$ cat src/rtl/dp_pkg.sv
// Shared encodings for the single-bus datapath: opcodes, control states and
// bus-source selects.
package dp_pkg;

  localparam logic [2:0] OP_ADD  = 3'b000;
  localparam logic [2:0] OP_SUB  = 3'b001;
  localparam logic [2:0] OP_AND  = 3'b010;
  localparam logic [2:0] OP_OR   = 3'b011;
  localparam logic [2:0] OP_MUL  = 3'b100;
  localparam logic [2:0] OP_LOAD = 3'b101;
  localparam logic [2:0] OP_MFHI = 3'b110;
  localparam logic [2:0] OP_MFLO = 3'b111;

  typedef enum logic [3:0] {
    S_IDLE, S_Y, S_Z, S_WB, S_WBL, S_WBH, S_MAR, S_MEM, S_WBM
  } state_t;

  typedef enum logic [2:0] {
    SRC_NONE, SRC_REG, SRC_ZLO, SRC_ZHI, SRC_HI, SRC_LO, SRC_MDR
  } bus_src_t;

endpackage

$ cat src/rtl/dp_regfile.sv
// General register file: one synchronous write port, two combinational read
// ports (one feeds the bus, one serves debug reads).
module dp_regfile #(
  parameter int DATA_W   = 32,
  parameter int NUM_REGS = 16,
  parameter int AW       = $clog2(NUM_REGS)
) (
  input  logic              i_clk,
  input  logic              i_rst,
  input  logic              i_we,
  input  logic [AW-1:0]     i_waddr,
  input  logic [DATA_W-1:0] i_wdata,
  input  logic [AW-1:0]     i_raddr_a,
  output logic [DATA_W-1:0] o_rdata_a,
  input  logic [AW-1:0]     i_raddr_b,
  output logic [DATA_W-1:0] o_rdata_b
);

  logic [DATA_W-1:0] r_mem [NUM_REGS];

  always_ff @(posedge i_clk) begin
    if (i_rst) begin
      for (int i = 0; i < NUM_REGS; i++) r_mem[i] <= '0;
    end else if (i_we) begin
      r_mem[i_waddr] <= i_wdata;
    end
  end

  assign o_rdata_a = r_mem[i_raddr_a];
  assign o_rdata_b = r_mem[i_raddr_b];

endmodule

$ cat src/rtl/param_bus_datapath.sv
// Single-bus multi-cycle datapath: an internal FSM sequences each op over one
// shared bus (register file, Y, Z, HI, LO, MAR, MDR) and writes the result back.
module param_bus_datapath
  import dp_pkg::*;
#(
  parameter int DATA_W      = 32,
  parameter int NUM_REGS    = 16,
  parameter int MEM_TIMEOUT = 15,
  localparam int AW         = $clog2(NUM_REGS)
) (
  input  logic              clock,
  input  logic              clear,
  input  logic              start,
  input  logic [2:0]        op,
  input  logic [AW-1:0]     ra,
  input  logic [AW-1:0]     rb,
  input  logic [AW-1:0]     rc,
  output logic              busy,
  output logic              done,
  output logic              error,
  output logic              mem_req,
  output logic [DATA_W-1:0] mem_addr,
  input  logic              mem_ack,
  input  logic [DATA_W-1:0] mem_rdata,
  input  logic [AW-1:0]     dbg_sel,
  output logic [DATA_W-1:0] dbg_data,
  output logic [DATA_W-1:0] bus_mon,
  output logic [3:0]        dbg_state
);

  localparam int CW = $clog2(MEM_TIMEOUT + 1);

  state_t              r_state;
  logic [2:0]          r_op;
  logic [AW-1:0]       r_ra, r_rb, r_rc;
  logic [DATA_W-1:0]   r_y, r_hi, r_lo, r_mar, r_mdr;
  logic [2*DATA_W-1:0] r_z;
  logic [CW-1:0]       r_cnt;

  state_t              w_next;
  bus_src_t            w_src;
  logic [AW-1:0]       w_rd_sel;
  logic [DATA_W-1:0]   w_rd_data, w_bus;
  logic [2*DATA_W-1:0] w_alu;
  logic                w_we, w_cnt_last;

  dp_regfile #(.DATA_W(DATA_W), .NUM_REGS(NUM_REGS), .AW(AW)) u_regfile (
    .i_clk(clock), .i_rst(clear), .i_we(w_we), .i_waddr(r_rc), .i_wdata(w_bus),
    .i_raddr_a(w_rd_sel), .o_rdata_a(w_rd_data),
    .i_raddr_b(dbg_sel), .o_rdata_b(dbg_data)
  );

  // The 15th waiting cycle is the last; an ack in that same cycle still wins.
  assign w_cnt_last = (r_cnt == CW'(MEM_TIMEOUT - 1));

  always_comb begin
    w_next   = r_state;
    w_src    = SRC_NONE;
    w_rd_sel = r_ra;
    w_we     = 1'b0;
    done     = 1'b0;
    error    = 1'b0;
    mem_req  = 1'b0;
    case (r_state)
      S_IDLE: if (start) begin
        case (op)
          OP_LOAD:          w_next = S_MAR;
          OP_MFHI, OP_MFLO: w_next = S_WB;
          default:          w_next = S_Y;
        endcase
      end
      S_Y: begin w_src = SRC_REG; w_next = S_Z; end
      S_Z: begin
        w_src    = SRC_REG;
        w_rd_sel = r_rb;
        w_next   = (r_op == OP_MUL) ? S_WBL : S_WB;
      end
      S_WB: begin
        w_src  = (r_op == OP_MFHI) ? SRC_HI : (r_op == OP_MFLO) ? SRC_LO : SRC_ZLO;
        w_we   = 1'b1;
        done   = 1'b1;
        w_next = S_IDLE;
      end
      S_WBL: begin w_src = SRC_ZLO; w_next = S_WBH; end
      S_WBH: begin w_src = SRC_ZHI; done = 1'b1; w_next = S_IDLE; end
      S_MAR: begin w_src = SRC_REG; w_next = S_MEM; end
      S_MEM: begin
        mem_req = 1'b1;
        if (mem_ack) w_next = S_WBM;
        else if (w_cnt_last) begin
          error  = 1'b1;
          w_next = S_IDLE;
        end
      end
      S_WBM: begin w_src = SRC_MDR; w_we = 1'b1; done = 1'b1; w_next = S_IDLE; end
      default: w_next = S_IDLE;
    endcase
  end

  always_comb begin
    w_bus = '0;
    case (w_src)
      SRC_REG: w_bus = w_rd_data;
      SRC_ZLO: w_bus = r_z[DATA_W-1:0];
      SRC_ZHI: w_bus = r_z[2*DATA_W-1:DATA_W];
      SRC_HI:  w_bus = r_hi;
      SRC_LO:  w_bus = r_lo;
      SRC_MDR: w_bus = r_mdr;
      default: w_bus = '0;
    endcase
  end

  always_comb begin
    w_alu = '0;
    case (r_op)
      OP_ADD: w_alu = {{DATA_W{1'b0}}, r_y + w_bus};
      OP_SUB: w_alu = {{DATA_W{1'b0}}, r_y - w_bus};
      OP_AND: w_alu = {{DATA_W{1'b0}}, r_y & w_bus};
      OP_OR:  w_alu = {{DATA_W{1'b0}}, r_y | w_bus};
      OP_MUL: w_alu = {{DATA_W{1'b0}}, r_y} * {{DATA_W{1'b0}}, w_bus};
      default: w_alu = '0;
    endcase
  end

  always_ff @(posedge clock) begin
    if (clear) begin
      r_state <= S_IDLE;
      r_op    <= '0;
      r_ra    <= '0;
      r_rb    <= '0;
      r_rc    <= '0;
      r_y     <= '0;
      r_z     <= '0;
      r_hi    <= '0;
      r_lo    <= '0;
      r_mar   <= '0;
      r_mdr   <= '0;
      r_cnt   <= '0;
    end else begin
      r_state <= w_next;
      if (r_state == S_IDLE && start) begin
        r_op <= op;
        r_ra <= ra;
        r_rb <= rb;
        r_rc <= rc;
      end
      case (r_state)
        S_Y:   r_y <= w_bus;
        S_Z:   r_z <= w_alu;
        S_WBL: r_lo <= w_bus;
        S_WBH: r_hi <= w_bus;
        S_MAR: begin r_mar <= w_bus; r_cnt <= '0; end
        S_MEM: begin
          r_cnt <= r_cnt + 1'b1;
          if (mem_ack) r_mdr <= mem_rdata;
        end
        default: ;
      endcase
    end
  end

  assign busy      = (r_state != S_IDLE);
  assign mem_addr  = r_mar;
  assign bus_mon   = w_bus;
  assign dbg_state = r_state;

endmodule

$ cat config.mk
export PLATFORM = sky130hd
export DESIGN_NAME = param_bus_datapath
export DESIGN_NICKNAME = d
export VERILOG_FILES = /design/src/rtl/dp_pkg.sv /design/src/rtl/dp_regfile.sv /design/src/rtl/param_bus_datapath.sv
export SDC_FILE = /design/constraint.sdc
export NUM_CORES = 2
export LEC_CHECK = 0
export BUFFER_PORTS_ARGS = -buffer_cell sky130_fd_sc_hd__buf_4
export CAP_MARGIN = 40
export CORE_AREA = 2 2 541 274
export CTS_CLUSTER_DIAMETER = 150
export DETAILED_ROUTE_END_ITERATION = 12
export DIE_AREA = 0 0 543 276
export PLACE_DENSITY = 0.68
export SYNTH_ARGS = -nofsm -noshare
export SYNTH_HDL_FRONTEND = slang
export SYNTH_SLANG_ARGS = --single-unit
export TNS_END_PERCENT = 20
$ cat constraint.sdc
create_clock -name clock -period 9.1 [get_ports clock]
set_clock_uncertainty 0.05 [all_clocks]
set_input_delay 2.275 -clock clock [delete_from_list [all_inputs] [get_ports clock]]
set_output_delay 2.275 -clock clock [all_outputs]
set_load 0.03 [all_outputs]
After elaboration in Yosys (flattened, before gate mapping)
Memory sizes are Yosys's and may differ from the RTL's.
Index checks and enable logic that the tools add are counted.
{"block": "totals", "regBits": 247, "mem_bits_rw": 512, "output_inout_bits": 104, "n_memories": 1}
{"block": "op_classes", "n_addsub": 3, "mul": 1, "n_eq_ne": 26, "mux": 27, "bitwise_logic": 2, "n_reduce_logical": 12}
{"name": "u_regfile.r_mem", "depth": 16, "word_bits": 32, "rd": 2, "rd_clocked_by_memory_dff": 0, "wr": 16, "line_no": "dp_regfile.sv:19", "text": "logic [DATA_W-1:0] r_mem [NUM_REGS];"}
{"op": "64-bit case mux with 5 select lines", "n": 1}
{"op": "32-bit case mux with 6 select lines", "n": 1}
{"op": "32-bit by 32-bit multiplier with 64-bit output", "n": 1}
{"op": "32-bit adder", "n": 1}
{"op": "32-bit bitwise AND", "n": 1}
{"op": "32-bit two-way mux", "n": 1}
{"op": "32-bit bitwise OR", "n": 1}
{"op": "32-bit OR reduction", "n": 1}
{"op": "32-bit subtractor", "n": 1}
{"op": "3-bit equality test, second input constant", "n": 9}
{"op": "4-bit case mux with 6 select lines", "n": 1}
{"op": "4-bit two-way mux", "n": 5}
{"op": "4-bit by 3-bit equality test with 1-bit output, second input constant", "n": 4}
{"op": "3-bit case mux with 5 select lines", "n": 1}
{"op": "3-bit by 2-bit equality test with 1-bit output, second input constant", "n": 4}
{"op": "1-bit two-way mux", "n": 12}
{"op": "3-bit two-way mux", "n": 3}
{"op": "4-bit by 2-bit equality test with 1-bit output, second input constant", "n": 2}
{"op": "4-bit equality test, second input constant", "n": 2}
{"op": "4-bit case mux with 2 select lines", "n": 1}
{"op": "3-bit by 1-bit equality test with 1-bit output, second input constant", "n": 2}
{"op": "3-bit case mux with 2 select lines", "n": 1}
{"op": "3-bit OR reduction", "n": 2}
{"op": "4-bit by 1-bit adder with 4-bit output, second input constant", "n": 1}
{"op": "other kinds (10)", "n": 12}

Longest topological paths before layout
{"block": "depth", "depth_word": 8, "depth_mapped": 45, "depth_no_buf": 36}

By module
A second synthesis with hierarchy kept.
{"block": "hier_totals", "cells_unflattened": 7072, "hier_area_um2": 72607.1}
{"mod": "param_bus_datapath", "instances": 1, "cells_each": 5385, "area_each_um2": 46056.7, "seq_area_each_um2": 4944.7}
{"mod": "dp_regfile", "instances": 1, "cells_each": 1687, "area_each_um2": 26550.5, "seq_area_each_um2": 15374.7}

Least setup slack after synthesis
OpenSTA, ideal clock, no wires.
{"block": "synth_path", "path_type": "register to register", "from": "register r_state[2], in the netlist dbg_state[2]", "to": "register r_z[58]", "setup_time_ns": 0.128, "arrival_time_ns": 10.167, "required_time_ns": 8.922, "setup_slack_ns": -1.245, "stages_incl_launch_ff": 41, "path_buffers": 8, "cell_sequence": "dfxtp_1 -> buf_6 -> or4b_4 -> mux2i_1 -> buf_6 -> buf_6 -> buf_4 -> buf_2 -> nand2_1 -> a31oi_1 -> nand4_1 -> and3_1 -> buf_2 -> inv_1 -> buf_1 -> nand2_1 -> fa_1 -> inv_1 -> [5 not listed] -> fa_1 -> fa_1 -> fa_1 -> fa_1 -> ha_1 -> clkbuf_1 -> a21o_1 -> o21bai_1 -> a2111oi_0 -> nor3_1 -> a211o_1 -> nor2b_1 -> a21oi_1 -> o211ai_1 -> a31o_2 -> a31oi_1 -> xor2_1 -> o21ai_0"}
{"block": "synth_via", "elab_chain_len": 7, "word_cells_on_any_way": 20, "cone_classes": "mul: 1; eq/ne: 13; mux: 4; reduce/logical: 1; memory: 1"}
{"element": "start: declaration", "line_no": "param_bus_datapath.sv:33", "text": "state_t r_state;"}
{"element": "start signal: assignment", "line_no": "param_bus_datapath.sv:140", "text": "r_state <= w_next;"}
{"element": "branches (longest 4 deep; another with memory read 16 x 32 bit)"}
{"element": "32-bit case mux with 6 select lines (*)", "line_no": "param_bus_datapath.sv:102", "text": "case (w_src)"}
{"element": "via bus_mon[8]", "line_no": "param_bus_datapath.sv:27", "text": "output logic [DATA_W-1:0] bus_mon,"}
{"element": "32-bit by 32-bit multiplier with 64-bit output (*)", "line_no": "param_bus_datapath.sv:120", "text": "OP_MUL: w_alu = {{DATA_W{1'b0}}, r_y} * {{DATA_W{1'b0}}, w_bus};"}
{"element": "64-bit case mux with 5 select lines (*)", "line_no": "param_bus_datapath.sv:115", "text": "case (r_op)"}
{"element": "end signal: assignment", "line_no": "param_bus_datapath.sv:149", "text": "S_Z: r_z <= w_alu;"}
{"element": "end: declaration", "line_no": "param_bus_datapath.sv:37", "text": "logic [2*DATA_W-1:0] r_z;"}
Mark *: on every way through the listed nets, which the timed path passes.
A chain may end at the register's enable or synchronous reset.

Worst setup path after layout
{"block": "layout_path", "from": "register r_state[3], in the netlist dbg_state[3]", "to": "register r_z[56]"}
{"block": "layout_via", "elab_chain_len": 7, "word_cells_on_any_way": 20, "cone_classes": "mul: 1; eq/ne: 13; mux: 4; reduce/logical: 1; memory: 1"}
{"element": "branches (longest 7 deep; another with 32-bit by 32-bit multiplier with 64-bit output)"}
Parallel ways; which one is timed is not known.

==> impl_results.md <==
* Row cnt at 99
* Synth top area share at 24.9%
* Most common cell after layout, fill and taps aside: inv_1
* First-pass GRT wire length at 380000 um
* Placer Congestion at 0.993
* Total number of vias at 59.7k
* Dpl hpwl at 185000 um
* Clk root buf: clkbuf_16
* Flop2flop setup slack at -810 ps
* Netlist Area Pre-Place at 72200 um2
* Starting Density at 49.8%
* Area after DPL at 80400 um2
* CTS tree: done
* Clk_lat worst skew at 690 ps
* Initial antenna violation count at 6
* Design area at 84900 um2
* Gr ovfl total at 0
* Sequential cell area fraction in the yosys report at 28.2%
* I/O pin count at 159
* Slowest cell delay on critical path at 600 ps
* Hold Crit Endpoint: r_hi[0]
* HP Start: r_hi[0]
* Die height at 276 um
* Commonest register cell after synthesis: edfxtp_1
* Synthesized Nets at 8617
* Most frequent cells in the layout: inv_1 (978), nand2_1 (972), fa_1 (875)
* Routed wire per std cell at 25.9 um
* CP max-delay cell: fa_1
* Number of global-route vias before repair at 59.8k
* Min Tclk post-route at 9910 ps
* Routed wire length at 257000 um
* Nature of the critical path startpoint: register
* Hold Crit Class: register to register
* Tot Pwr at 15.3 mW
* # H-tree levels at 3
* Hold Crit Depth at 2
* Placed cells at 9710
* Final setup viols at 47
* CTS Buffer Depth at 3
* Fraction of registers with async set/reset at 0%
* CP most frequent cell: fa_1
* Worst-margin pin slew at 986 ps
* Status: finished with violations
* Failing checks: negative setup slack
* FILL cells at 12.1k
* Max-cap check violation count at 0
* Largest net degree at the start of global routing at 106
* Path depth of the worst reg2reg path at 35
* Slew Viols, Final at 0
* Vias per cell at 6.02
* Die width at 543 um
* Clk slew on worst S/H paths at 70 ps
* Pre-CTS WS at -1190 ps
* Hold_ws at 408 ps
* Fin cells at 9919
* Register bit count reported by yosys at 759
* Setup ws final at -810 ps
* Arrival time worst endpoint at 10390 ps
* Syn_area_per_cell at 9.80 um2
* GRT Total Usage at 34.0%
* Pwr dens at 180 nW/um2
* CTS Hold Bufs at 0
* Fin. Hold Viols at 0
* Leak at 37.1 nW
* Iter 0 DRT Violations at 7804
* Maximum vdd ir drop at 0.000167 V
* Unique masters post-synth at 93
* Post-route ant nets at 0
* RSZ-0062 raised after global routing: true
* Area growth from synthesis to layout at 17.7%
* Count of port buffers added during placement at 158
* Critical path fanouts, max at 9
* Antenna diodes at 0
* CP Capture Type: register
* Yosys warns at 0
* Largest cells by area after synthesis: fa_1 (25%), edfxtp_1 (21%), dfxtp_1 (6.9%)
* DR pass1 iterations at 10
* WP data required at 9580 ps
* Critical path type: register to register
* Tcrit/Tclk final at 109%
* Cell accounting for the most synthesized area: fa_1
* Remaining DRCs at 0
* Post-synth EDFFs at 512
* Die ar. at 150000 um2
* Layout cells sized above 1 at 20.2%
* Fin nets at 9137
* Worst R2R End: r_z[56]
* Fmax at 0.101 GHz
* Core Area at 145000 um2
* Relative slew slack at 34.2%
* CTS Sinks at 759
* Inserted Clock Buffers at 81
* Syn Inst Count at 7366
* Reg2reg start: dbg_state[3]
-- worst max-delay path: cells and delay by family (launching register included) --
family,cells,cell delay [ps]
adders and majority gates,9,4300
xor gates and xnor gates,1,190
muxes,1,190
AOI/OAI and AO/OA,11,2470
buffers and inverters,8,1180
DFF,1,340
and+or+nand+nor,5,1030
-- per-layer routing --
metal / wire (um) / vias up / global-route usage [%]
met4: 14300 / 10 / 15.8
met3: 34100 / 890 / 8.42
met1: 94600 / 29800 / 45.3
met2: 114000 / 4008 / 52.2
met5: 114 / - / 0
li1: - / 24900 / -
-- flip-flops by register name (all words and copies together), names as in the netlist --
register,flops
r_z,64
r_ra,4
r_lo,32
r_op,3
r_mdr,32
r_cnt,4
r_rc,4
r_hi,32
r_y,32
u_regfile.r_mem,512
r_rb,4
mem_addr,32
dbg_state,4
-- per-stage QoR --
step                      util, %  TNS [ps]
after floorplan                 -     -5670
after global placement       55.3    -35410
after detailed placement     55.4    -38710
after CTS                    57.9    -20460
after global routing         58.6    -40130
final                        58.6    -25860
-- cells in the mapped netlist, types with 17 or more instances --
cell type / number
a221oi_1: 21
nand2_1: 985
edfxtp_1: 512
dfxtp_1: 247
nor2_1: 787
maj3_1: 17
ha_1: 299
o21ai_0: 118
a31oi_1: 43
nor3_1: 27
a21o_1: 59
nor2b_1: 93
mux4_2: 206
o22ai_1: 32
a211oi_1: 113
a22oi_1: 94
buf_1: 48
buf_2: 30
a21oi_1: 234
clkbuf_1: 450
fa_1: 897
nand4_1: 28
nand2b_1: 29
nand3_1: 98
xnor2_1: 88
mux2i_1: 56
xor2_1: 35
and3_1: 42
and2_1: 445
inv_1: 998
-- where the power goes --
part	switching, mW	total (mW)	internal, mW
clock network	1.52	3.33	1.82
registers	0.167	3.98	3.82
logic	4.72	8.01	3.29
-- worst max-delay path by stage --
stage	startpoint	end	slack [ps]	cells after the start
after floorplan	dbg_state[3]	r_z[58]	-510	38
after global placement	dbg_state[3]	r_z[54]	-1090	34
after detailed placement	dbg_state[3]	r_z[54]	-1190	35
after CTS	dbg_state[2]	r_z[58]	-750	37
after global routing	dbg_state[3]	r_z[59]	-1110	42
final	dbg_state[3]	r_z[56]	-810	35
-- repair_timing --
| action | CTS | global route |
|---|---|---|
| endpoints found under the setup margin | 50 | 52 |
| buffers inserted | 26 | 30 |
| gates cloned | 3 | 4 |
| pin swaps | 57 | 100 |
| gates resized for setup | 143 | 148 |
-- logic make-up after synthesis --
family	count (synthesis)	synth area share [%]
xor gates and xnor gates	123	1.49
DFF	759	28.2
adders and majority gates	1213	30.3
muxes	281	7.72
AOI/OAI and AO/OA	840	7.64
and+or+nand+nor	2586	16.2
buffers and inverters	1564	8.47
-- cell type report --
type / count / area (um2) / share of cell area, %
Multi-Input combinational cell: 5043 / 47000 / 55.4
Inverter: 1009 / 3820 / 4.50
Timing Repair Buffer: 990 / 8690 / 10.2
Clock buffer: 107 / 2160 / 2.55
Clock inverter: 40 / 432 / 0.508
Timing Repair inverter: 2 / 13.8 / 0.0162
Tap cell: 1969 / 2460 / 2.90
Sequential cell: 759 / 20300 / 23.9
Note: power is estimated with default switching activity, not from simulation.
